[src/rtl/stepper_axis_ctrl.sv]
// stepper_axis_ctrl: multi-axis step/dir pulse generator behind an Avalon-MM slave.
// Define STEPPER_IRQ_EN to build the level interrupt (DONE & IRQ_ENABLE).
module stepper_axis_ctrl #(
    parameter int NUM_CH    = 4,
    parameter int CNT_W     = 24,
    parameter int PULSE_W   = 50,
    parameter int DIR_SETUP = 25
) (
    input  logic                      clk_clk,
    input  logic                      reset_reset_n,
    input  logic [$clog2(NUM_CH)+1:0] avs_address,
    input  logic                      avs_write,
    input  logic [31:0]               avs_writedata,
    input  logic                      avs_read,
    output logic [31:0]               avs_readdata,
    output logic [NUM_CH-1:0]         step_export,
    output logic [NUM_CH-1:0]         dir_export,
    output logic                      irq
);

    localparam logic [CNT_W-1:0] PW    = CNT_W'(PULSE_W);
    localparam logic [CNT_W-1:0] PMIN  = CNT_W'(PULSE_W + 1);
    localparam logic [CNT_W-1:0] DS_LD = CNT_W'(DIR_SETUP - 1);
    localparam logic [CNT_W-1:0] PW_LD = CNT_W'(PULSE_W - 1);
    localparam logic [CNT_W-1:0] ONE   = CNT_W'(1);

    typedef enum logic [1:0] {
        ST_IDLE,
        ST_SETUP,
        ST_HIGH,
        ST_LOW
    } st_t;

    st_t              st_q  [NUM_CH];
    logic [CNT_W-1:0] per_q [NUM_CH];
    logic [CNT_W-1:0] cnt_q [NUM_CH];
    logic [CNT_W-1:0] pos_q [NUM_CH];
    logic [CNT_W-1:0] tmr_q [NUM_CH];
    logic [CNT_W-1:0] low_q [NUM_CH];

    logic [NUM_CH-1:0] step_q, dir_q, done_q, ien_q;
    logic [NUM_CH-1:0] ctl_wr, per_wr, cnt_wr, pos_wr;
    logic [NUM_CH-1:0] busy, abort, start, go_high;
    logic [CNT_W-1:0]  wd;
    logic [31:0]       rd_val;
    int                ch_sel;
    logic              unused_wd;

    assign wd          = avs_writedata[CNT_W-1:0];
    assign unused_wd   = ^avs_writedata;
    assign ch_sel      = int'(avs_address >> 2);
    assign step_export = step_q;
    assign dir_export  = dir_q;

    // LOW-phase timer load: effective period minus pulse width, minus one
    function automatic logic [CNT_W-1:0] low_load(input logic [CNT_W-1:0] p);
        return ((p > PW) ? p : PMIN) - PW - ONE;
    endfunction

    always_comb begin
        ctl_wr  = '0;
        per_wr  = '0;
        cnt_wr  = '0;
        pos_wr  = '0;
        busy    = '0;
        abort   = '0;
        start   = '0;
        go_high = '0;
        for (int i = 0; i < NUM_CH; i++) begin
            ctl_wr[i]  = avs_write && ch_sel == i && avs_address[1:0] == 2'd0;
            per_wr[i]  = avs_write && ch_sel == i && avs_address[1:0] == 2'd1;
            cnt_wr[i]  = avs_write && ch_sel == i && avs_address[1:0] == 2'd2;
            pos_wr[i]  = avs_write && ch_sel == i && avs_address[1:0] == 2'd3;
            busy[i]    = st_q[i] != ST_IDLE;
            abort[i]   = ctl_wr[i] && avs_writedata[1];
            start[i]   = ctl_wr[i] && avs_writedata[0] && !avs_writedata[1] && !busy[i];
            go_high[i] = !abort[i] && tmr_q[i] == '0 &&
                         (st_q[i] == ST_SETUP ||
                          (st_q[i] == ST_LOW && cnt_q[i] != '0));
        end
    end

    always_ff @(posedge clk_clk or negedge reset_reset_n) begin
        if (!reset_reset_n) begin
            for (int i = 0; i < NUM_CH; i++) begin
                st_q[i]  <= ST_IDLE;
                per_q[i] <= '0;
                cnt_q[i] <= '0;
                pos_q[i] <= '0;
                tmr_q[i] <= '0;
                low_q[i] <= '0;
            end
            step_q <= '0;
            dir_q  <= '1;
            done_q <= '0;
            ien_q  <= '0;
        end else begin
            for (int i = 0; i < NUM_CH; i++) begin
                if (ctl_wr[i]) ien_q[i] <= avs_writedata[3];
                if (ctl_wr[i] && avs_writedata[2]) done_q[i] <= 1'b0;
                if (per_wr[i]) per_q[i] <= wd;
                if (go_high[i]) begin
                    st_q[i]   <= ST_HIGH;
                    step_q[i] <= 1'b1;
                    tmr_q[i]  <= PW_LD;
                    low_q[i]  <= low_load(per_q[i]);
                    cnt_q[i]  <= dir_q[i] ? cnt_q[i] - ONE : cnt_q[i] + ONE;
                    pos_q[i]  <= dir_q[i] ? pos_q[i] + ONE : pos_q[i] - ONE;
                end else if (abort[i]) begin
                    st_q[i]   <= ST_IDLE;
                    step_q[i] <= 1'b0;
                end else begin
                    unique case (st_q[i])
                        ST_IDLE: begin
                            if (cnt_wr[i]) cnt_q[i] <= wd;
                            if (pos_wr[i]) pos_q[i] <= wd;
                            if (start[i]) begin
                                if (cnt_q[i] == '0) begin
                                    done_q[i] <= 1'b1;
                                end else begin
                                    st_q[i]  <= ST_SETUP;
                                    tmr_q[i] <= DS_LD;
                                    dir_q[i] <= !cnt_q[i][CNT_W-1];
                                end
                            end
                        end
                        ST_SETUP: tmr_q[i] <= tmr_q[i] - ONE;
                        ST_HIGH: begin
                            if (tmr_q[i] == '0) begin
                                st_q[i]   <= ST_LOW;
                                step_q[i] <= 1'b0;
                                tmr_q[i]  <= low_q[i];
                            end else begin
                                tmr_q[i] <= tmr_q[i] - ONE;
                            end
                        end
                        ST_LOW: begin
                            if (tmr_q[i] == '0) begin
                                st_q[i]   <= ST_IDLE;
                                done_q[i] <= 1'b1;
                            end else begin
                                tmr_q[i] <= tmr_q[i] - ONE;
                            end
                        end
                        default: st_q[i] <= ST_IDLE;
                    endcase
                end
            end
        end
    end

    always_comb begin
        rd_val = '0;
        for (int i = 0; i < NUM_CH; i++) begin
            if (ch_sel == i) begin
                case (avs_address[1:0])
                    2'd0:    rd_val = {28'd0, ien_q[i], 1'b0, done_q[i], busy[i]};
                    2'd1:    rd_val = 32'(per_q[i]);
                    2'd2:    rd_val = 32'($signed(cnt_q[i]));
                    default: rd_val = 32'($signed(pos_q[i]));
                endcase
            end
        end
    end

    always_ff @(posedge clk_clk or negedge reset_reset_n) begin
        if (!reset_reset_n) avs_readdata <= '0;
        else if (avs_read) avs_readdata <= rd_val;
    end

`ifdef STEPPER_IRQ_EN
    always_ff @(posedge clk_clk or negedge reset_reset_n) begin
        if (!reset_reset_n) irq <= 1'b0;
        else irq <= |(done_q & ien_q);
    end
`else
    assign irq = 1'b0;
`endif

endmodule

[config.mk]
export PLATFORM = sky130hd
export DESIGN_NAME = stepper_axis_ctrl
export DESIGN_NICKNAME = d
export VERILOG_FILES = /design/src/rtl/stepper_axis_ctrl.sv
export SDC_FILE = /design/constraint.sdc
export NUM_CORES = 2
export LEC_CHECK = 0
export BUFFER_PORTS_ARGS = -buffer_cell sky130_fd_sc_hd__buf_2
export CORE_MARGIN = 1
export CORE_UTILIZATION = 40
export CTS_CLUSTER_SIZE = 25
export DETAILED_ROUTE_END_ITERATION = 16
export PLACE_DENSITY = 0.61
export SYNTH_ARGS = -nofsm -noshare
export SYNTH_HDL_FRONTEND = slang
export SYNTH_SLANG_ARGS = --single-unit
[constraint.sdc]
create_clock -name clk_clk -period 5.1 [get_ports clk_clk]
set_input_delay 0.51 -clock clk_clk [delete_from_list [all_inputs] [get_ports clk_clk]]
set_output_delay 0.51 -clock clk_clk [all_outputs]
set_load 0.05 [all_outputs]
Word-level counts from Yosys, hierarchy flattened
Cells that the tools add are included.

word-level totals
  output and inout bits = 41
  input bits = 40
  register bits after elaboration = 536
  logic and storage cells = 423

operators by class
  add/sub/neg operators = 28
  multiplexer cells = 152
  eq/ne operators = 50
  magnitude comparators = 4
  bitwise operators = 12
  reduce and logical (&&, ||, !) cells = 139

operator list
  cell                     count
  $mux W24                 68
  $pmux W24 S4             4
  $pmux W32 S3             4
  $sub A24 B1 Y24 const B  16
  $add A24 B1 Y24 const B  8
  $logic_not A24 Y1        8
  $mux W32                 4
  $gt A24 B6 Y1 const B    4
  $reduce_bool A24 Y1      4
  $sub A24 B6 Y24 const B  4
  $logic_and A1 B1 Y1      52
  $ne A4 B4 Y1 const B     13
  $mux W2                  24
  $mux W1                  40
  $reduce_and A5 Y1        8
  $ne A3 B3 Y1 const B     12
  $logic_not A32 Y1        1
  $reduce_bool A2 Y1       16
  $eq A2 B2 Y1 const B     12
  $pmux W2 S3              4
  $reduce_and A3 Y1        8
  $reduce_bool A3 Y1       8
  $reduce_bool A5 Y1       4
  $reduce_and A4 Y1        4
  9 further kinds          55

Logic depth before layout (Yosys ltp)
  word-level depth = 10
  gate-level depth with buffers = 15
  gate-level depth less buffers = 11

Worst setup path after synthesis
No wires, ideal clock.

  kind = register to register
  start point = register dir_q[3] (netlist: dir_export[3])
  end point = register pos_q[20] (netlist bit)
  path buffers = 0
  setup time = 0.127 ns
  stages on the path, launching flop included = 12
  slack = 0.862 ns
  period minus slack after synthesis = 4.238 ns
  arrival = 4.111 ns
  required time = 4.973 ns
  cells stage by stage = dfstp_2 > inv_1 > fa_1 > a21o_1 > a21o_1 > a2111oi_0 > o2111ai_1 > a41o_1 > a2111o_1 > a31oi_1 > xor2_1 > mux2i_1

between the ends
  longest elaborated chain between the ends = 2

ends and longest elaborated chain
  what                              line  text
  start: declaration                41    logic [NUM_CH-1:0] step_q, dir_q, done_q, ien_q;
  start signal: indexed assignment  123   dir_q[i] <= !cnt_q[i][CNT_W-1];
  $mux W24                          108   pos_q[i] <= dir_q[i] ? pos_q[i] + ONE : pos_q[i] - ONE;
  $mux W24                          102   if (go_high[i]) begin
  end signal: indexed assignment    108
  end signal: indexed assignment    116   if (pos_wr[i]) pos_q[i] <= wd;
  end: declaration                  37    logic [CNT_W-1:0] pos_q [NUM_CH];

No other way between the ends.
A chain may end at the register's enable or synchronous reset.

Worst setup path in the final report
  start point = register dir_q[2] (netlist: dir_export[2])
  end point = register pos_q[46] (netlist bit)

The elaborated chain is that of the path after synthesis.

==> impl_metrics.toml <==
[sta]
finalSetupViolCount = 0
rsz0062_at_grt = "no"
slew_viol_final = 0
clock.fmax_ghz = 0.2362
fin_skew_ps = 40.97
post-route-period-util = 0.8300
min_period_ps = 4233
final.setup.tns_ps = 0
worst_pin_slew_ps = 1024
hold_viol_final = 0
max_slew_margin = 0.3104

[power]
powerDensity_nw_per_um2 = 617.5
p_sw_frac = 0.4533
power_switching_uw = 11700
peakVddDrop_mv = 0.2816
power_frac_seq = 0.301
leakagePower_uw = 0.01818
power_frac_clock = 0.192
comb_power_share = 0.507
power.internal_uw = 14120

[logic_synthesis]
ys_top_cells_by_area = "dfrtp_1, ha_1, mux2_2"
synth_ff_type = "dfrtp_1"
yosysTopAreaCell = "dfrtp_1"
synth_edf_count = 0
synth_area_um2 = 37800
syn-instance-count = 4264
synthArstFlopShare = 1.000
yosys.cell_types.count = 97
syn_area_per_cell_um2 = 8.864
ys_warn_count = 0
syn-num-nets = 4516
ys_seq_area_frac = 0.3504
synth_top_area_share = 0.3476
ys_seq_elements = 529

[cts]
path_clk_slew_ps = 60
cts_hold_buf = 1
clockBufferDepth = 3
cts_resized = 0
clock_latency_ps = 650
root_buffer = "clkbuf_16"
cts_setup_buffers = 0
clkSinkCount = 529
htree_levels = 3
cts_made_buffers = 68
cts_tree = "built"

[floorplanning]
die_w_um = 309.4
num_rows = 112
die_y_um = 309.4
initial_core_util = 0.4044
ioPinCount = 81
core_area_um2 = 93470
die_area_um2 = 95730

[cells_and_area]
multi_input_area_um2 = 23300
nFillCells = 9176
drive_gt1_frac = 0.1275
synthToLayoutAreaGrowth_pct = 10.64
post-route-util = 0.4474
final_nets = 4505
seq_area_um2 = 13240

[global_route]
grt_pass1_vias = 31040
grt_antenna_before_repair = 9
grt_start_max_net_pins = 129
grt-ovfl-total = 0
grt_usage = 0.2618
grt_first_pass_wirelength_mm = 192.3

[worst_setup_path]
reg2reg_from = "dir_export[2]"
arrival_ps = 4740
rrSetupSlack_ps = 870
crit_path_max_fanout = 13
worst-setup-path-type = "flip-flop to flip-flop"
worstSetupEndpointType = "flip-flop"
cp.required_ps = 5610
ff2ff_path_depth = 12
r2r_end = "pos_q[46]"
worst_setup_path_start_kind = "flip-flop"

[min_path]
whs_endpoint = "pos_q[0]"
hold_class = "primary input to flip-flop"
whs_path_depth = 4
min_from = "avs_writedata[0]"

[routing]
drcViolationCount = 0
wl_per_cell_um = 22.64
drt_pre_antenna_iters = 6
postRouteAntennaNets = 0
vias_per_cell = 5.990
first_iter_violations = 3094
num_vias = 33330
wirelength_mm = 126.0

[place]
place_congestion = 0.9450
io_buffers = 71
dpl.hpwl_mm = 87.79

[status]
status = "finished, final reports clean"

[run]
max-cap-violations = 0
cell type report:
class | instances | area share
diodes | 4 | 0.0002394
clock inverters | 24 | 0.006792
inverters | 94 | 0.008438
multi-input cells | 3407 | 0.5571
repair buffers | 153 | 0.02543
well taps | 1254 | 0.03752
clock buffers | 99 | 0.04781
flip-flops and latches | 529 | 0.3167
worst max-delay path, cell delays in order, from the launching register on:
cell and delay [ps]:
dfstp_2 520, inv_1 260, buf_4 320, ha_1 350, o21a_1 210, a2111oi_0 650
o21ai_0 300, o31ai_1 500, o31ai_1 240, a41o_1 300, a21oi_1 220, xor2_1 160
o21ai_1 70
power groups by stage:
stage | Sequential [µW] | Combinational (µW) | Clock (µW)
floorplan | 7150 | 9890 | 0
global placement | 7740 | 12700 | 0
finish | 7770 | 13100 | 4960
CTS | 7720 | 13000 | 5030
global route | 7950 | 14600 | 5200
detailed placement | 7770 | 12900 | 0
per-layer routing:
| metal | vias to the layer above | GRT usage | part of all wire |
|---|---|---|---|
| met5 | - | 0 | 0.000056 |
| met4 | 2 | 0.09118 | 0.033 |
| met3 | 220 | 0.05287 | 0.082 |
| met2 | 1131 | 0.3926 | 0.44 |
| met1 | 16310 | 0.3726 | 0.45 |
| li1 | 15670 | - | - |
worst max path at each step:
stage                        from   endpoint  cells past startpoint
floorplan           dir_export[3]  pos_q[20]                     11
global placement    dir_export[2]  pos_q[46]                     12
detailed placement  dir_export[2]  pos_q[46]                     12
CTS                 dir_export[2]  pos_q[46]                     12
global route        dir_export[2]  pos_q[46]                     12
finish              dir_export[2]  pos_q[46]                     12
cell usage after synthesis, types with 89 or more instances:
master / number
mux2_2: 189
nor2_1: 328
clkbuf_1: 184
o21ai_0: 354
dfrtp_1: 525
mux2i_1: 145
inv_1: 94
xnor2_1: 158
nor3_1: 102
a21oi_1: 375
a21o_1: 93
nand2_1: 424
xor2_1: 89
ha_1: 204
metrics by stage:
step	instances	total power (µW)	setup WS (ps)	area, µm²	hold WS, ps
after CTS	5560	25730	875.1	41810	406.8
after floorplan	4264	17040	862.0	37800	214.4
after detailed placement	5436	20690	877.1	39510	464.4
after global routing	5560	27730	527.3	41810	429.6
after global placement	5436	20480	952.3	39510	459.5
final	5564	25820	867.2	41820	437.6
state kept, by name, summed over array words and instances, names as in the netlist:
signal / cells
ien_q: 4
step_export: 4
avs_readdata: 25
per_q: 96
cnt_q: 96
st_q: 8
low_q: 96
done_q: 4
pos_q: 96
tmr_q: 96
dir_export: 4
cells in the final DEF (no fill, tap or decap), types with 20 or more instances in the layout:
cell type,n
dfrtp_1,525
nand2_1,422
a21oi_1,375
o21ai_0,354
nor2_1,326
ha_1,204
mux2_2,189
xnor2_1,158
mux2i_1,145
nor3_1,102
inv_1,94
a21o_1,93
xor2_1,89
buf_4,77
nand3_1,69
clkbuf_16,69
buf_2,68
a22oi_1,65
a211oi_1,58
nor4_1,55
a221oi_1,46
o21ai_1,45
and3_1,43
or3_1,42
nand2b_1,37
and2_1,29
o21a_1,29
nor2b_1,29
o211ai_1,29
a31oi_1,26
o31ai_1,25
nand4_1,21
or4_1,20
cells by family (layout without fill, tap and decap cells):
family,Yosys count,after routing,synth area share
buffers and inverters,328,370,0.03456
and+or+nand+nor,1280,1280,0.1632
DFF,529,529,0.3504
AOI/OAI and AO/OA,1315,1315,0.2173
muxes,352,352,0.1054
xor gates and xnor gates,247,247,0.05723
other,1,5,0.00009921
adders and majority gates,212,212,0.07177
Power figures use the tool's default switching activity.
